## src/rtl/escrita_framebuffer.sv

```systemverilog
// escrita_framebuffer
// Writes the scaled pixel stream from escolha_algoritmo into the output
// frame-buffer RAM in raster order. The block generates x/y counters, a
// linear RAM address and a registered write port. It pulses frame_done when
// a full frame has been written. It raises a sticky short_err when the
// producer signals done before the frame is complete.
//
// Optional feature: define DOUBLE_BUFFER_EN to prepend a bank bit to
// mem_addr. The bank bit toggles after every complete frame, so
// consecutive frames land in alternate halves of the RAM.
module escrita_framebuffer #(
   parameter int OUT_W   = 8,
   parameter int OUT_H   = 8,
   parameter int PIXEL_W = 8,
   parameter int ADDR_W  = 6
) (
   input  logic                 clk,
   input  logic                 rst_n,
   input  logic                 start,
   input  logic [PIXEL_W-1:0]   in_pixel,
   input  logic                 in_valid,
   output logic                 in_ready,
   input  logic                 src_done,
`ifdef DOUBLE_BUFFER_EN
   output logic [ADDR_W:0]      mem_addr,
`else
   output logic [ADDR_W-1:0]    mem_addr,
`endif
   output logic [PIXEL_W-1:0]   mem_data,
   output logic                 mem_we,
   output logic                 busy,
   output logic                 frame_done,
   output logic                 short_err,
   output logic [ADDR_W:0]      pix_count
);

   localparam int X_W = (OUT_W > 1) ? $clog2(OUT_W) : 1;
   localparam int Y_W = (OUT_H > 1) ? $clog2(OUT_H) : 1;

   localparam logic [X_W-1:0]    LP_X_LAST  = X_W'(OUT_W - 1);
   localparam logic [Y_W-1:0]    LP_Y_LAST  = Y_W'(OUT_H - 1);
   localparam logic [X_W-1:0]    LP_X_ONE   = X_W'(1);
   localparam logic [Y_W-1:0]    LP_Y_ONE   = Y_W'(1);
   localparam logic [ADDR_W-1:0] LP_LINE    = ADDR_W'(OUT_W);
   localparam logic [ADDR_W:0]   LP_FRAME   = (ADDR_W + 1)'(OUT_W * OUT_H);
   localparam logic [ADDR_W:0]   LP_PIX_ONE = (ADDR_W + 1)'(1);

   typedef enum logic [1:0] {
      ST_IDLE  = 2'd0,
      ST_WRITE = 2'd1,
      ST_DONE  = 2'd2
   } state_t;

   state_t               r_state;
   logic [X_W-1:0]       r_x;
   logic [Y_W-1:0]       r_y;
   logic [ADDR_W:0]      r_pix_count;
   logic                 r_mem_we;
   logic [PIXEL_W-1:0]   r_mem_data;
   logic                 r_busy;
   logic                 r_frame_done;
   logic                 r_short_err;
`ifdef DOUBLE_BUFFER_EN
   logic                 r_bank;
   logic [ADDR_W:0]      r_mem_addr;
`else
   logic [ADDR_W-1:0]    r_mem_addr;
`endif

   logic                 w_in_ready;
   logic                 w_accept;
   logic                 w_x_last;
   logic                 w_y_last;
   logic                 w_last_accept;
   logic                 w_arm;
   logic [ADDR_W-1:0]    w_lin_addr;
   logic [ADDR_W:0]      w_pix_next;

   // The block is ready exactly while the FSM sits in WRITE; it never stalls mid-frame.
   assign w_in_ready    = (r_state == ST_WRITE);
   assign w_accept      = in_valid & w_in_ready;
   assign w_x_last      = (r_x == LP_X_LAST);
   assign w_y_last      = (r_y == LP_Y_LAST);
   assign w_last_accept = w_accept & w_x_last & w_y_last;
   assign w_arm         = (r_state == ST_IDLE) & start;

   // The counters never point past the last pixel, so this cannot overflow ADDR_W.
   assign w_lin_addr    = (ADDR_W'(r_y) * LP_LINE) + ADDR_W'(r_x);

   // The pixel count saturates at one full frame.
   assign w_pix_next    = (r_pix_count == LP_FRAME) ? r_pix_count
                                                    : (r_pix_count + LP_PIX_ONE);

   // The frame sequencer updates the state, the busy/frame_done/short_err flags and the bank bit.
   always_ff @(posedge clk or negedge rst_n) begin
      if (!rst_n) begin
         r_state      <= ST_IDLE;
         r_busy       <= 1'b0;
         r_frame_done <= 1'b0;
         r_short_err  <= 1'b0;
`ifdef DOUBLE_BUFFER_EN
         r_bank       <= 1'b0;
`endif
      end else begin
         case (r_state)
            ST_IDLE: begin
               r_frame_done <= 1'b0;
               // start has priority over src_done here; a stale done cannot flag an error.
               if (start) begin
                  r_state     <= ST_WRITE;
                  r_busy      <= 1'b1;
                  r_short_err <= 1'b0;
               end else begin
                  r_state     <= ST_IDLE;
                  r_busy      <= 1'b0;
               end
            end
            ST_WRITE: begin
               if (w_last_accept) begin
                  // frame_done goes high together with the final registered write.
                  r_state      <= ST_DONE;
                  r_busy       <= 1'b0;
                  r_frame_done <= 1'b1;
               end else if (src_done) begin
                  r_state      <= ST_IDLE;
                  r_busy       <= 1'b0;
                  r_frame_done <= 1'b0;
                  r_short_err  <= 1'b1;
               end else begin
                  r_state      <= ST_WRITE;
                  r_busy       <= 1'b1;
                  r_frame_done <= 1'b0;
               end
            end
            ST_DONE: begin
               r_state      <= ST_IDLE;
               r_busy       <= 1'b0;
               r_frame_done <= 1'b0;
`ifdef DOUBLE_BUFFER_EN
               // The final write already holds the old bank; the next frame uses the other half.
               r_bank       <= ~r_bank;
`endif
            end
            default: begin
               r_state      <= ST_IDLE;
               r_busy       <= 1'b0;
               r_frame_done <= 1'b0;
            end
         endcase
      end
   end

   // The raster counters and the saturating accepted-pixel count clear on arm and advance on accept.
   always_ff @(posedge clk or negedge rst_n) begin
      if (!rst_n) begin
         r_x         <= {X_W{1'b0}};
         r_y         <= {Y_W{1'b0}};
         r_pix_count <= {(ADDR_W + 1){1'b0}};
      end else if (w_arm) begin
         r_x         <= {X_W{1'b0}};
         r_y         <= {Y_W{1'b0}};
         r_pix_count <= {(ADDR_W + 1){1'b0}};
      end else if (w_accept) begin
         r_pix_count <= w_pix_next;
         if (w_x_last) begin
            r_x <= {X_W{1'b0}};
            if (w_y_last) begin
               r_y <= {Y_W{1'b0}};
            end else begin
               r_y <= r_y + LP_Y_ONE;
            end
         end else begin
            r_x <= r_x + LP_X_ONE;
            r_y <= r_y;
         end
      end else begin
         r_x         <= r_x;
         r_y         <= r_y;
         r_pix_count <= r_pix_count;
      end
   end

   // The registered RAM write port issues one write per accepted pixel; address and data hold otherwise.
   always_ff @(posedge clk or negedge rst_n) begin
      if (!rst_n) begin
         r_mem_we   <= 1'b0;
         r_mem_data <= {PIXEL_W{1'b0}};
`ifdef DOUBLE_BUFFER_EN
         r_mem_addr <= {(ADDR_W + 1){1'b0}};
`else
         r_mem_addr <= {ADDR_W{1'b0}};
`endif
      end else if (w_accept) begin
         r_mem_we   <= 1'b1;
         r_mem_data <= in_pixel;
`ifdef DOUBLE_BUFFER_EN
         r_mem_addr <= {r_bank, w_lin_addr};
`else
         r_mem_addr <= w_lin_addr;
`endif
      end else begin
         r_mem_we   <= 1'b0;
         r_mem_data <= r_mem_data;
         r_mem_addr <= r_mem_addr;
      end
   end

   assign in_ready   = w_in_ready;
   assign mem_we     = r_mem_we;
   assign mem_addr   = r_mem_addr;
   assign mem_data   = r_mem_data;
   assign busy       = r_busy;
   assign frame_done = r_frame_done;
   assign short_err  = r_short_err;
   assign pix_count  = r_pix_count;

endmodule

```

## config.mk

```make
export PLATFORM = sky130hd
export DESIGN_NAME = escrita_framebuffer
export DESIGN_NICKNAME = d
export VERILOG_FILES = /design/src/rtl/escrita_framebuffer.sv
export SDC_FILE = /design/constraint.sdc
export NUM_CORES = 1
export LEC_CHECK = 0
export ABC_AREA = 1
export ABC_CLOCK_PERIOD_IN_PS = 2400
export CAP_MARGIN = 15
export CORE_MARGIN = 8
export CORE_UTILIZATION = 51
export CTS_CLUSTER_SIZE = 24
export DETAILED_ROUTE_END_ITERATION = 10
export PLACE_DENSITY = 0.88
export SLEW_MARGIN = 20
export SYNTH_ARGS = -nofsm -noshare
export SYNTH_HDL_FRONTEND = slang
export SYNTH_SLANG_ARGS = --single-unit
```

## constraint.sdc

```tcl
create_clock -name clk -period 2.4 [get_ports clk]
set_input_delay 0.24 -clock clk [delete_from_list [all_inputs] [get_ports clk]]
set_output_delay 0.24 -clock clk [all_outputs]
set_load 0.02 [all_outputs]
```

* Word-level counts from Yosys, hierarchy flattened *
Index checks and enable logic that the tools add are counted.

word-level totals
  output and inout bits = 26
  flip-flop bits (word level) = 33
  input port bits = 13
  logic and storage cells = 58

cells by class
  $add $sub $neg = 4
  reductions and logical operators = 7
  eq/ne operators = 8
  muxes and demuxes = 25
  bitwise gates (word level) = 4

operators with widths
  operator             number
  $mux 3               7
  $mux 7               3
  $mux 1               11
  $ne 2x2->1 const B   4
  $add 7x1->7 const B  1
  $eq 7x7->1 const B   1
  $add 3x1->3 const B  2
  $add 6x3->6          1
  $eq 3x3->1 const B   2
  $reduce_bool 2->1    3
  $and 1x1->1          4
  $pmux 1 s2           2
  $pmux 2 s2           1
  $reduce_and 2->1     2
  $reduce_and 4->1     1
  $eq 2x1->1 const B   1
  $logic_not 2->1      1
  $mux 2               1

* Longest topological paths before layout *
  word-level depth = 6
  mapped depth = 9
  gate-level depth less buffers = 9

* Least setup slack after synthesis *
OpenSTA, ideal clock, no wires.

  kind = register to register
  start = reg r_pix_count[0], in the netlist pix_count[0]
  end = reg r_pix_count[0], in the netlist pix_count[0]
  arrival = 1223 ps
  period minus slack after synthesis = 1300 ps
  setup slack = 1100 ps
  library setup time = 77 ps
  cell stages (with the launch flop) = 10
  data required time = 2323 ps
  buffers on the path = 0
  path through = dfrtp_1 -> inv_1 -> ha_1 -> nand2_1 -> inv_1 -> nand3_1 -> nand2_1 -> inv_1 -> nor2_1 -> a21oi_1

on the way
  longest elaborated chain between the ends = 4
  elaborated cells on any way between the ends = 7
  classes of those cells = add/sub: 1; eq/ne: 2; mux: 3; reduce/logical: 1

RTL lines
  item                    RTL line  source
  start, declared         57        logic [ADDR_W:0] r_pix_count;
  start signal, assigned  158       r_pix_count <= {(ADDR_W + 1){1'b0}};
  start signal, assigned  162       r_pix_count <= {(ADDR_W + 1){1'b0}};
  start signal, assigned  164       r_pix_count <= w_pix_next;
  $add 7x1->7             92        : (r_pix_count + LP_PIX_ONE);
  $mux 7                  91        assign w_pix_next = (r_pix_count == LP_FRAME) ? r_pix_count
  $mux 7                  163       end else if (w_accept) begin
  $mux 7                  159       end else if (w_arm) begin

Parallel ways exist; a longest one is shown, timed or not. The select of a mux whose other input is x is not followed.
A chain may end at the register's enable or synchronous reset.

* Worst setup path after layout *
  start = reg r_state[1]
  end = out in_ready

on the way
  longest elaborated chain between the ends = 1

RTL lines
  item                    RTL line  source
  start, declared         54        state_t r_state;
  start signal, assigned  97        r_state <= ST_IDLE;
  start signal, assigned  110       r_state <= ST_WRITE;
  start signal, assigned  114       r_state <= ST_IDLE;
  $eq 2x1->1              80        assign w_in_ready = (r_state == ST_WRITE);
  end, declared           22        output logic in_ready,

No other way between the ends.

==> flow_summary.ini <==
[timing]
fmax_ghz = 0.553
slew_headroom_pct = 74.0
skew_ns = 0.00436
post-route-period-util_pct = 75.3
fin_setup_tns_ns = 0
hold_viol_final = 0
drv_slew = 0
fin_crit_ns = 1.81
setup_viol = 0
rsz0062_at_grt = no
tightest_slew_ns = 0.391

[worst_setup_path]
cp-end-kind = output pin
cp_max_fo = 3
startpoint = r_state[1]$_DFF_PN0_
rrSetupSlack_ns = 0.89
timing.rr.start = r_state[1]$_DFF_PN0_
arrival_ns = 1.57
required_ns = 2.16
r2r_cells = 8
startpoint_type = register
endpoint = in_ready
critPathKind = register to output pin
rr_endpoint = pix_count[3]$_DFFE_PN0P_

[clock_tree]
cts_resized = 0
clk_pin_slew_ns = 0.10
tritoncts = yes
cts_root_buf = clkbuf_4
cts.path.max_buffers = 2
cts-buffers-inserted = 5
clock_sinks = 32
cts_hold_buf = 0
clk_latency_ns = 0.33
post_cts_buffers = 0
h-tree-depth = 2

[flow_run]
maxCapViolations = 0

[drt]
drtIter0Drc = 56
via_count = 1224
viasPerCell = 5.04
wl_met2_microns = 1490
antenna_left = 0
maxUsedRoutingLayer = met4
met1Wirelength_microns = 1400
drcViolationCount = 0
met3_length_microns = 254
avgRoutedWirePerCell_microns = 13.1
drtPass1Iterations = 4
wl_microns = 3190

[global_route]
grt_pass1_vias = 1302
grt_util_all_layers_pct = 14.2
antenna_found_initial = 0
grt_max_degree = 33
grt_pass1_wl_microns = 5660
grt_overflow = 0

[place]
dp_hpwl_microns = 2400
port_buffers = 38
place_congestion = 0.788

[synthesis]
syn-num-nets = 188
synth_edf_count = 0
synth_top_area_share_pct = 54.0
yosys-top-cells-area = dfrtp_1, nand2_1, ha_1
netlist_instances = 169
syn_avg_cell_area_sq_um = 8.77
synth_commonest_cells = nand2_1, dfrtp_1, inv_1, nand3_1
yosysTopAreaCell = dfrtp_1
synthDistinctLibCells = 24
synth_most_common_cell = nand2_1
synth_area_sq_mm = 0.00148
yosysWarnings = 0
synth_flop_cell = dfrtp_1
seq_area_frac_synth_pct = 54.0
synth_seq_cells = 32
synthArstFlopShare_pct = 100

[power]
p_per_area_mw_per_mm2 = 842
p_seq_share_pct = 42.4
power_uw = 1660
total_leakage_power_uw = 0.000974
swShare_pct = 32.0
irDropWorstVdd_v = 0.00103
p_switching_uw = 531
p_comb_share_pct = 29.8
internal-power_uw = 1130
pwr-share-clk_pct = 27.8

[final_layout]
n_fill_cell = 222
diodes = 0
area_growth_pct = 32.8
register_area_sq_um = 801
drive_gt1_share_pct = 8.49
fin_nets = 230
multi_input_area_sq_um = 572

[die]
die-area_sq_mm = 0.00489
coreArea_sq_mm = 0.00276
die-width_microns = 69.9
boundaryPins = 39
die_h_microns = 69.9
initial_core_util_pct = 53.8
rows = 19

[min_path]
hold_path.class = primary input to async pin

[outcome]
outcome = complete, no violations
[flip-flops by register name, summed over array words and instances, names as in the netlist]
name        count
mem_data        8
short_err       1
mem_we          1
pix_count       7
mem_addr        6
r_y             3
r_x             3
r_state         2
frame_done      1
[critical path, stage by stage, from the launching register on]
cell and delay [ns]:
dfrtp_1 0.39, inv_1 0.06, nand2_2 0.09, inv_1 0.09
clkdlybuf4s50_1 0.60
[power by group through the flow]
stage	clock (uW)	sequential, uW	combinational [uW]
6_report	461	704	494
5_1_grt	500	716	538
4_1_cts	470	703	504
3_5_place_dp	0	711	503
3_3_place_gp	0	706	490
2_1_floorplan	0	798	175
[logic make-up after synthesis]
group                    count (synthesis)  share of synthesized area, %
flip-flops                              32                          54.0
XOR/XNOR                                 1                         0.591
buffers and inverters                   24                          7.43
AND/OR/NAND/NOR                         86                          25.0
adder cells (fa/ha/maj)                  6                          5.06
AO/OA/AOI/OAI                           20                          7.93
[final cells by class]
| cell class | count | share of cell area, % |
|---|---|---|
| clock buffers | 7 | 3.30 |
| clock inverters | 1 | 1.52 |
| inverters | 20 | 3.81 |
| multi-input cells | 113 | 29.0 |
| flip-flops and latches | 32 | 40.7 |
| well taps | 31 | 1.97 |
| repair buffers | 39 | 19.7 |
[through the flow]
stage	cell area (sq um)	hold slack [ns]	instances	setup WS, ns	util [%]
3_5_place_dp	1870	0.463	235	0.610	68.0
2_1_floorplan	1480	-0.0556	169	1.10	-
4_1_cts	1970	0.300	243	0.573	71.4
3_3_place_gp	1870	0.463	235	0.670	68.0
6_report	1970	0.298	243	0.592	71.4
5_1_grt	1970	0.317	243	0.512	71.4
[worst min path at each step]
| stage | start | end | slack, ns |
|---|---|---|---|
| 2_1_floorplan | rst_n | frame_done$_DFF_PN0_ | -0.06 |
| 3_3_place_gp | mem_data[5]$_DFFE_PN0P_ | mem_data[5]$_DFFE_PN0P_ | 0.46 |
| 3_5_place_dp | mem_data[7]$_DFFE_PN0P_ | mem_data[7]$_DFFE_PN0P_ | 0.46 |
| 4_1_cts | rst_n | short_err$_DFFE_PN0P_ | 0.30 |
| 5_1_grt | rst_n | pix_count[0]$_DFFE_PN0P_ | 0.32 |
| 6_report | rst_n | r_state[0]$_DFF_PN0_ | 0.30 |
[metal layers]
metal	global-route usage, %	vias up
met5	0	-
li1	-	613
met4	5.80	0
met3	7.63	5
met2	22.6	39
met1	15.3	567
[cell usage in the layout (no fill, tap or decap), types with 2 or more instances in the layout]
cell and count:
a21oi_1 2, clkbuf_4 5, clkbuf_8 2, clkdlybuf4s50_1 38, dfrtp_1 32, ha_1 6, inv_1 19, nand2_1 60
nand2_2 3, nand3_1 10, nor2_1 8, o21ai_0 8, o21ai_1 3, o21ai_2 2, o21bai_1 2, o22ai_1 2
(Power assumes the default switching activity.)
